<file path="src/rtl/serial_msg_sequencer.sv">
// Byte-buffer message sequencer: replays a stored message to a busy/start
// handshake transmitter, one-shot or continuously with an idle gap between repeats.
module serial_msg_sequencer #(
  parameter int DEPTH = 16,
  parameter int AW    = 4,
  parameter int GAP_W = 16
) (
  input  logic             clk,
  input  logic             rst,
  input  logic             wr_en,
  input  logic [AW-1:0]    wr_addr,
  input  logic [7:0]       wr_data,
  input  logic [AW:0]      msg_len,
  input  logic [GAP_W-1:0] gap_cycles,
  input  logic             mode,
  input  logic             go,
  input  logic             abort,
  input  logic             tx_busy,
  output logic             tx_start,
  output logic [7:0]       tx_data,
  output logic             active,
  output logic             done,
  output logic [AW-1:0]    byte_idx
);

  typedef enum logic [2:0] {
    ST_IDLE    = 3'd0,
    ST_LOAD    = 3'd1,
    ST_ISSUE   = 3'd2,
    ST_WAIT_HI = 3'd3,
    ST_WAIT_LO = 3'd4,
    ST_GAP     = 3'd5
  } state_t;

  localparam logic [AW:0]      LEN_MAX = (AW+1)'(DEPTH);
  localparam logic [AW:0]      LEN_ONE = (AW+1)'(1);
  localparam logic [GAP_W-1:0] GAP_ONE = GAP_W'(1);

  state_t             state_q, state_d;
  logic [AW-1:0]      idx_q, idx_d;
  logic [AW:0]        len_q, len_d;
  logic [GAP_W-1:0]   gap_q, gap_d;
  logic [GAP_W-1:0]   gap_cnt_q, gap_cnt_d;
  logic               mode_q, mode_d;
  logic [7:0]         tx_data_q, tx_data_d;
  logic               abort_q, abort_d;
  logic               done_q, done_d;

  logic               wr_accept;
  logic               last_byte;
  logic [AW:0]        len_clamped;
  logic [7:0]         mem_rd [DEPTH];

  function automatic logic [7:0] init_byte(input int idx);
    case (idx)
      0:       return 8'h40;
      1:       return 8'h30;
      2:       return 8'h2F;
      3:       return 8'h0A;
      default: return 8'h00;
    endcase
  endfunction

  assign wr_accept = wr_en && (state_q == ST_IDLE);

  // Buffer is deliberately outside the reset domain; contents survive rst.
  for (genvar gi = 0; gi < DEPTH; gi++) begin : g_mem
    logic [7:0] byte_q = init_byte(gi);
    always_ff @(posedge clk) begin
      if (wr_accept && (wr_addr == AW'(gi))) begin
        byte_q <= wr_data;
      end
    end
    assign mem_rd[gi] = byte_q;
  end

  assign len_clamped = (msg_len > LEN_MAX) ? LEN_MAX : msg_len;
  assign last_byte   = ({1'b0, idx_q} == (len_q - LEN_ONE));

  always_ff @(posedge clk) begin
    if (rst) begin
      state_q   <= ST_IDLE;
      idx_q     <= '0;
      len_q     <= '0;
      gap_q     <= '0;
      gap_cnt_q <= '0;
      mode_q    <= 1'b0;
      tx_data_q <= 8'h00;
      abort_q   <= 1'b0;
      done_q    <= 1'b0;
    end else begin
      state_q   <= state_d;
      idx_q     <= idx_d;
      len_q     <= len_d;
      gap_q     <= gap_d;
      gap_cnt_q <= gap_cnt_d;
      mode_q    <= mode_d;
      tx_data_q <= tx_data_d;
      abort_q   <= abort_d;
      done_q    <= done_d;
    end
  end

  always_comb begin
    state_d   = state_q;
    idx_d     = idx_q;
    len_d     = len_q;
    gap_d     = gap_q;
    gap_cnt_d = gap_cnt_q;
    mode_d    = mode_q;
    tx_data_d = tx_data_q;
    abort_d   = abort_q;
    done_d    = 1'b0;

    case (state_q)
      ST_IDLE: begin
        abort_d = 1'b0;
        if (go && !abort) begin
          if (msg_len == '0) begin
            done_d = 1'b1;
          end else if (!tx_busy) begin
            state_d = ST_LOAD;
            idx_d   = '0;
            len_d   = len_clamped;
            gap_d   = gap_cycles;
            mode_d  = mode;
          end
        end
      end

      ST_LOAD: begin
        tx_data_d = mem_rd[idx_q];
        state_d   = abort ? ST_IDLE : ST_ISSUE;
      end

      ST_ISSUE: begin
        if (abort) abort_d = 1'b1;
        state_d = ST_WAIT_HI;
      end

      ST_WAIT_HI: begin
        if (abort) abort_d = 1'b1;
        if (tx_busy) state_d = ST_WAIT_LO;
      end

      ST_WAIT_LO: begin
        // A pending abort lets the byte on the wire finish, then beats any repeat.
        if (!tx_busy) begin
          if (abort_q || abort) begin
            state_d = ST_IDLE;
          end else if (!last_byte) begin
            idx_d   = idx_q + AW'(1);
            state_d = ST_LOAD;
          end else if (!mode_q) begin
            state_d = ST_IDLE;
            done_d  = 1'b1;
          end else begin
            idx_d = '0;
            if (gap_q == '0) begin
              state_d = ST_LOAD;
            end else begin
              state_d   = ST_GAP;
              gap_cnt_d = gap_q;
            end
          end
        end else if (abort) begin
          abort_d = 1'b1;
        end
      end

      ST_GAP: begin
        if (abort) begin
          state_d   = ST_IDLE;
          gap_cnt_d = '0;
        end else if (gap_cnt_q == GAP_ONE) begin
          state_d   = ST_LOAD;
          gap_cnt_d = '0;
        end else begin
          gap_cnt_d = gap_cnt_q - GAP_ONE;
        end
      end

      default: begin
        state_d = ST_IDLE;
      end
    endcase
  end

  assign tx_start = (state_q == ST_ISSUE);
  assign tx_data  = tx_data_q;
  assign active   = (state_q != ST_IDLE);
  assign done     = done_q;
  assign byte_idx = idx_q;

endmodule

</file>
<file path="config.mk">
export PLATFORM = sky130hd
export DESIGN_NAME = serial_msg_sequencer
export DESIGN_NICKNAME = d
export VERILOG_FILES = /design/src/rtl/serial_msg_sequencer.sv
export SDC_FILE = /design/constraint.sdc
export NUM_CORES = 1
export LEC_CHECK = 0
export BUFFER_PORTS_ARGS = -buffer_cell sky130_fd_sc_hd__buf_4
export CAP_MARGIN = 20
export CORE_UTILIZATION = 25
export CTS_CLUSTER_SIZE = 12
export DETAILED_ROUTE_END_ITERATION = 16
export GPL_TIMING_DRIVEN = 1
export PLACE_DENSITY = 0.38
export SLEW_MARGIN = 30
export SYNTH_ARGS = -nofsm -noshare
export SYNTH_HDL_FRONTEND = slang
export SYNTH_SLANG_ARGS = --single-unit
</file>
<file path="constraint.sdc">
create_clock -name clk -period 3.3 [get_ports clk]
set_input_delay 0.33 -clock clk [delete_from_list [all_inputs] [get_ports clk]]
set_output_delay 0.33 -clock clk [all_outputs]
set_load 0.03 [all_outputs]
</file>
==> results of run 1 <==
## worst paths after layout
check	cells past startpoint	slack, ps	start	endpoint
worst max-delay path	7	730	len_q[0]	byte_idx[1]
worst min-delay path	3	150	gap_cycles[4]	gap_q[4]
worst max register to register	7	730	len_q[0]	byte_idx[1]
worst min register to register	2	460	tx_data[2]	tx_data[2]
## cell usage after synthesis, drive strengths merged, types with 3 or more instances
library cell / instances / area, sq um
nand3: 6 / 30.0
or4: 8 / 63.8
o32ai: 7 / 61.3
nand4: 7 / 43.8
o21ai: 9 / 45.0
nand2b: 3 / 18.8
inv: 15 / 56.3
a211o: 4 / 35.0
a211oi: 11 / 97.6
o41ai: 3 / 26.3
dfxtp: 55 / 1100
nor3b: 5 / 37.5
or3: 3 / 18.8
nand2: 84 / 315
nor3: 18 / 100
nor2: 30 / 115
or2: 5 / 31.3
edfxtp: 128 / 3840
mux4: 40 / 901
xnor2: 5 / 43.8
mux2i: 6 / 60.1
nor4: 10 / 83.8
nor2b: 5 / 31.3
a21oi: 36 / 180
ha: 4 / 50.1
clkbuf: 24 / 90.1
o31ai: 7 / 52.6
a221oi: 4 / 35.0
a22oi: 3 / 22.5
buf: 14 / 88.8
## flip-flops by register name, indices dropped and copies added (netlist names)
register / count
byte_idx: 4
mode_q: 1
g_mem.byte_q: 128
state_q: 3
gap_cnt_q: 16
abort_q: 1
tx_data: 8
done: 1
gap_q: 16
len_q: 5
## layout make-up
| type | count | share of cell area, % |
|---|---|---|
| sequential | 183 | 52.5 |
| tap | 396 | 5.26 |
| inverter | 15 | 0.598 |
| multi-input combinational | 354 | 29.6 |
| timing repair buffer | 73 | 5.95 |
| clock inverter | 15 | 1.61 |
| clock buffer | 17 | 4.52 |
## tightest hold or removal path: stages
cell and delay, ps:
buf_4 110, nand2_1 50, a21oi_1 50
## metal layers
layer / vias to the layer above / wire, microns
met5: - / 0
met4: 0 / 251
met3: 18 / 767
met2: 124 / 10400
met1: 2591 / 9460
li1: 2400 / -
## power by group through the flow
stage                     clock (W)  combinational, W  sequential, W
after floorplan                   0         0.0000952        0.00255
after global placement            0          0.000211        0.00255
after detailed placement          0          0.000213        0.00255
after CTS                   0.00208          0.000214        0.00250
after global routing        0.00217          0.000232        0.00251
final                       0.00201          0.000210        0.00250
## per-stage QoR
| step | hold WS (ps) | std cells | area [sq um] | util (%) | worst slack, ps |
|---|---|---|---|---|---|
| floorplan | 429 | 590 | 7950 | - | 985 |
| global placement | 455 | 1021 | 8840 | 28.6 | 792 |
| detailed placement | 456 | 1021 | 8840 | 28.6 | 756 |
| CTS | 127 | 1053 | 9410 | 30.5 | 719 |
| global route | 135 | 1053 | 9420 | 30.5 | 599 |
| finish | 146 | 1053 | 9420 | 30.5 | 734 |
## cells by family after synthesis
| group | synth area share [%] |
|---|---|
| AOI/OAI and AO/OA | 9.25 |
| DFF | 62.2 |
| buffers and inverters | 2.96 |
| and+or+nand+nor | 12.0 |
| adders and majority gates | 0.629 |
| muxes | 12.2 |
| xor gates and xnor gates | 0.771 |
==> reports/results.txt, run 1 <==
Ports = 55
Worst path arrival time = 2930 ps
Sequential-to-total area share from yosys stat = 62.2%
Setup-failing EPs final = 0
Max-Cap Viols = 0
Switch share = 24.3%
Maximum clock frequency = 390 MHz
Setup repair bufs after CTS = 0
Site Rows = 64
CP max FO = 18
CP top delay family = compound AO/OA/AOI/OAI gates
Max-slew violations = 0
Post-CTS Hold Buffers = 0
Top_reg_cell synth = edfxtp_1
Met3 Use GR = 2.75%
Crit. End Element = flop
Final nets = 688
CP bufs+invs = 1
Clock sinks = 183
M2 GR Usage = 22.6%
Gpl congestion = 0.765
PostCTS Resize Cnt = 0
Critical path type = flop to flop
Drt pass-1 iters = 4
First DRT Iteration DRCs = 271
Final Hold Vio Count = 0
H-tree lvl count = 4
WP data required = 3670 ps
First-pass GRT wire length = 32300 microns
Die Y = 180 microns
Via density = 4.87
Type of the worst min-delay path = primary input to flop
Most frequent cells in the layout = edfxtp_1 (128), nand2_1 (84), buf_4 (72)
Root buffer cell = clkbuf_16
Slowest cell delay on critical path = 560 ps
Leakage = 3.08 nW
Post-synth ARST share = 0%
Yosys cell types = 67
Total net switching power = 0.00115 W
Unrepaired setup endpoints after global routing = no
Clk_skew = 13.0 ps
Clock slew at reported path FFs = 80 ps
DRT Wirelength = 20900 microns
Die footprint = 32500 sq um
Final Total Pwr = 0.00472 W
Antenna violations before repair = 0
Inserted Diodes = 0
CTS tree = built
Clk Latency, worst-skew pair = 440 ps
Residual DRC = 0
Sequential fraction of design power = 53.0%
Post-synthesis register bit count = 183
Vias in the first global route = 5336
YS warnings = 0
Via count = 5133
Largest net degree at the start of global routing = 51
Post-DP HPWL = 14300 microns
Internal power = 0.00357 W
Clock buffer depth = 2
# fillers = 3108
Routed length per instance = 19.8 microns
CP Cell Sequence = inv_1 > ha_1 > o21ba_1 > a221o_1 > a211o_1 > o32a_1 > o22ai_1
Met1 Use GR = 16.6%
Setup_tns = 0 ps
GRT Overall Usage = 13.3%
Layer with the highest usage = met2
Cell Pwr Density = 501 nW/um^2
Core area = 30900 sq um
Area of the mapped netlist = 7950 sq um
Post-synthesis cell count = 590
Comb pwr share = 4.4%
DIE WIDTH = 180 microns
Worst Max-Slew Pin Slew = 977 ps
EDFF count, synth = 128
Multi-input logic area = 2780 sq um
Synthesized Nets = 634
Antenna viol nets, final = 0
Most common cell after layout, fill and taps aside = edfxtp_1
Total CTS buffers = 17
Worst slew margin = 34.5%
CP max-delay cell = a211o_1
Share of cells above drive strength 1 = 25.1%
Mean post-synth cell area = 13.5 sq um
Synth-to-layout area growth = 18.5%
Clock share of power = 42.6%
Worst VDD drop = 0.000334 V
Port Buf Inserts = 54
Register area = 4950 sq um
Fin crit share = 77.8%
Critical path startpoint category = flop
Starting Density = 25.7%
Status = completed
Min Tclk post-route = 2570 ps
Gr ovfl total = 0
(Power assumes the default switching activity.)
==> run 2, diff against run 1 <==
--- a/config.mk
+++ b/config.mk
@@ -5,6 +5,7 @@
 export SDC_FILE = /design/constraint.sdc
 export NUM_CORES = 1
 export LEC_CHECK = 0
+export ABC_AREA = 1
 export BUFFER_PORTS_ARGS = -buffer_cell sky130_fd_sc_hd__buf_4
 export CAP_MARGIN = 20
 export CORE_UTILIZATION = 25
==> constraint.sdc (replaced) <==
create_clock -name clk -period 2.7 [get_ports clk]
set_input_delay 0.27 -clock clk [delete_from_list [all_inputs] [get_ports clk]]
set_output_delay 0.27 -clock clk [all_outputs]
set_load 0.03 [all_outputs]
==> reports/results.txt, run 2 <==
Status = completed
Final instance area = 9710 sq um
Post-synthesis register bit count = 183
Max layer used = met4
Ranking of synthesized cells by area = edfxtp_1 (47%), dfxtp_1 (14%), nor2_1 (9.4%)
Via density = 4.40
Die footprint = 33200 sq um
Clock sinks = 183
Post-CTS Hold Buffers = 0
Mean post-synth cell area = 9.38 sq um
Maximum clock frequency = 465 MHz
Setup-failing EPs final = 0
Worst path arrival time = 2300 ps
Largest net degree at the start of global routing = 51
Critical path startpoint category = flop
Hold_sp = gap_cycles[1]
Final nets = 977
Clock slew at reported path FFs = 70 ps
Min Tclk post-route = 2150 ps
Critical register-to-register path startpoint = state_q[1]
Placed Area = 9150 sq um
Core area = 31800 sq um
Drt pass-1 iters = 4
GRT Overall Usage = 14.5%
Post-synth ARST share = 0%
Most frequent cells in the layout = nor2_1 (204), edfxtp_1 (128), nand2_1 (118)
Met3 WL = 774 microns
Cell Pwr Density = 616 nW/um^2
Residual DRC = 0
Largest register FFs = 128
Area of the mapped netlist = 8130 sq um
Type of the worst min-delay path = primary input to flop
Max-slew violations = 0
Via count = 6073
Crit path from = state_q[1]
Fin util = 30.5%
Yosys top cell by area = edfxtp_1
Antenna viol nets, final = 0
DIE WIDTH = 182 microns
Setup_tns = 0 ps
Site Rows = 65
Critical path type = flop to flop
Post-DP HPWL = 15400 microns
H-tree lvl count = 4
Root buffer cell = clkbuf_16
PostCTS Resize Cnt = 0
Most common cell in the netlist = nor2_1
Gr ovfl total = 0
Most instantiated cells after synthesis = nor2_1 (204), edfxtp_1 (128), nand2_1 (118)
Most common cell after layout, fill and taps aside = nor2_1
WP data required = 2850 ps
Hold_ws = 50.4 ps
Multi-input logic area = 2750 sq um
Setup repair bufs after CTS = 0
Worst Max-Slew Pin Slew = 515 ps
Routed length per instance = 16.8 microns
Worst VDD drop = 0.000492 V
Post-synthesis cell count = 867
Unrepaired setup endpoints after global routing = no
# fillers = 3364
Leakage = 3.77 nW
DRT Wirelength = 23200 microns
CP max FO = 8
Starting Density = 25.6%
Inserted Diodes = 0
YS warnings = 0
First-pass GRT wire length = 35300 microns
Register area = 4950 sq um
CTS tree = built
Port Buf Inserts = 54
Top_reg_cell synth = edfxtp_1
Crit. End Element = flop
Fin crit share = 79.6%
Antenna violations before repair = 0
Total CTS buffers = 17
Met2 wire length = 10600 microns
Met1 wire length = 11500 microns
Ports = 55
Sequential-to-total area share from yosys stat = 60.8%
Vias in the first global route = 5812
Yosys top cell area share = 47.3%
Largest regs = g_mem.byte_q: 128 flops, gap_cnt_q: 16 flops, gap_q: 16 flops
First DRT Iteration DRCs = 415
Share of cells above drive strength 1 = 14.7%
Gpl congestion = 0.754
Synthesized Nets = 911
Final Hold Vio Count = 0
Yosys cell types = 31
Clk_skew = 22.0 ps
Die Y = 182 microns
Register with the most flip-flops = g_mem.byte_q
EDFF count, synth = 128
Worst slew margin = 65.6%
Clock buffer depth = 2
Clk Latency, worst-skew pair = 450 ps
Max-Cap Viols = 0
Synth-to-layout area growth = 19.4%
## run 2: worst max-delay path, stage by stage (launching register included)
cell and delay (ps):
dfxtp_1 340, inv_1 90, nand2_2 110, nor2_4 150, inv_1 80, nor2_1 370
nand3_1 310, nor2_1 200, buf_4 200
## run 2: final timing paths
check	slack, ps	depth (start not counted)	end
setup / recovery	550	8	g_mem[3].byte_q[3]
hold / removal	50	3	gap_q[1]
setup reg to reg	550	8	g_mem[3].byte_q[3]
hold reg to reg	470	2	len_q[1]
## run 2: layer usage
layer | GRT usage, % | up-vias
met2 | 22.9 | 103
met4 | 4.20 | 0
met1 | 20.0 | 2884
met3 | 2.83 | 14
li1 | - | 3072
met5 | 0 | -
## run 2: logic make-up (layout without fill, tap and decap cells)
family	count (synthesis)	in the layout	synth area share, %
AOI/OAI and AO/OA	172	172	12.1
xor gates and xnor gates	10	10	1.08
buffers and inverters	106	185	5.37
DFF	183	183	60.8
and+or+nand+nor	392	392	20.0
adders and majority gates	4	4	0.616
## run 2: final cells by class
type                       count  share of cell area, %
timing repair buffer          87                   6.86
clock inverter                14                   1.29
tap                          435                   5.61
inverter                      66                   2.55
clock buffer                  18                   4.42
sequential                   183                   51.0
multi-input combinational    578                   28.3
## run 2: power by group
group          internal (W)  total (W)  leakage, nW  switching, W
clock               0.00122    0.00244        0.273       0.00122
combinational      0.000155   0.000463         1.89      0.000308
sequential          0.00305    0.00308         1.60     0.0000254
## run 2: through the flow
step	setup slack [ps]	total power [W]	cells
floorplan	812	0.00339	867
global placement	629	0.00362	1349
detailed placement	584	0.00362	1349
CTS	569	0.00607	1381
global route	431	0.00625	1381
finish	551	0.00598	1381
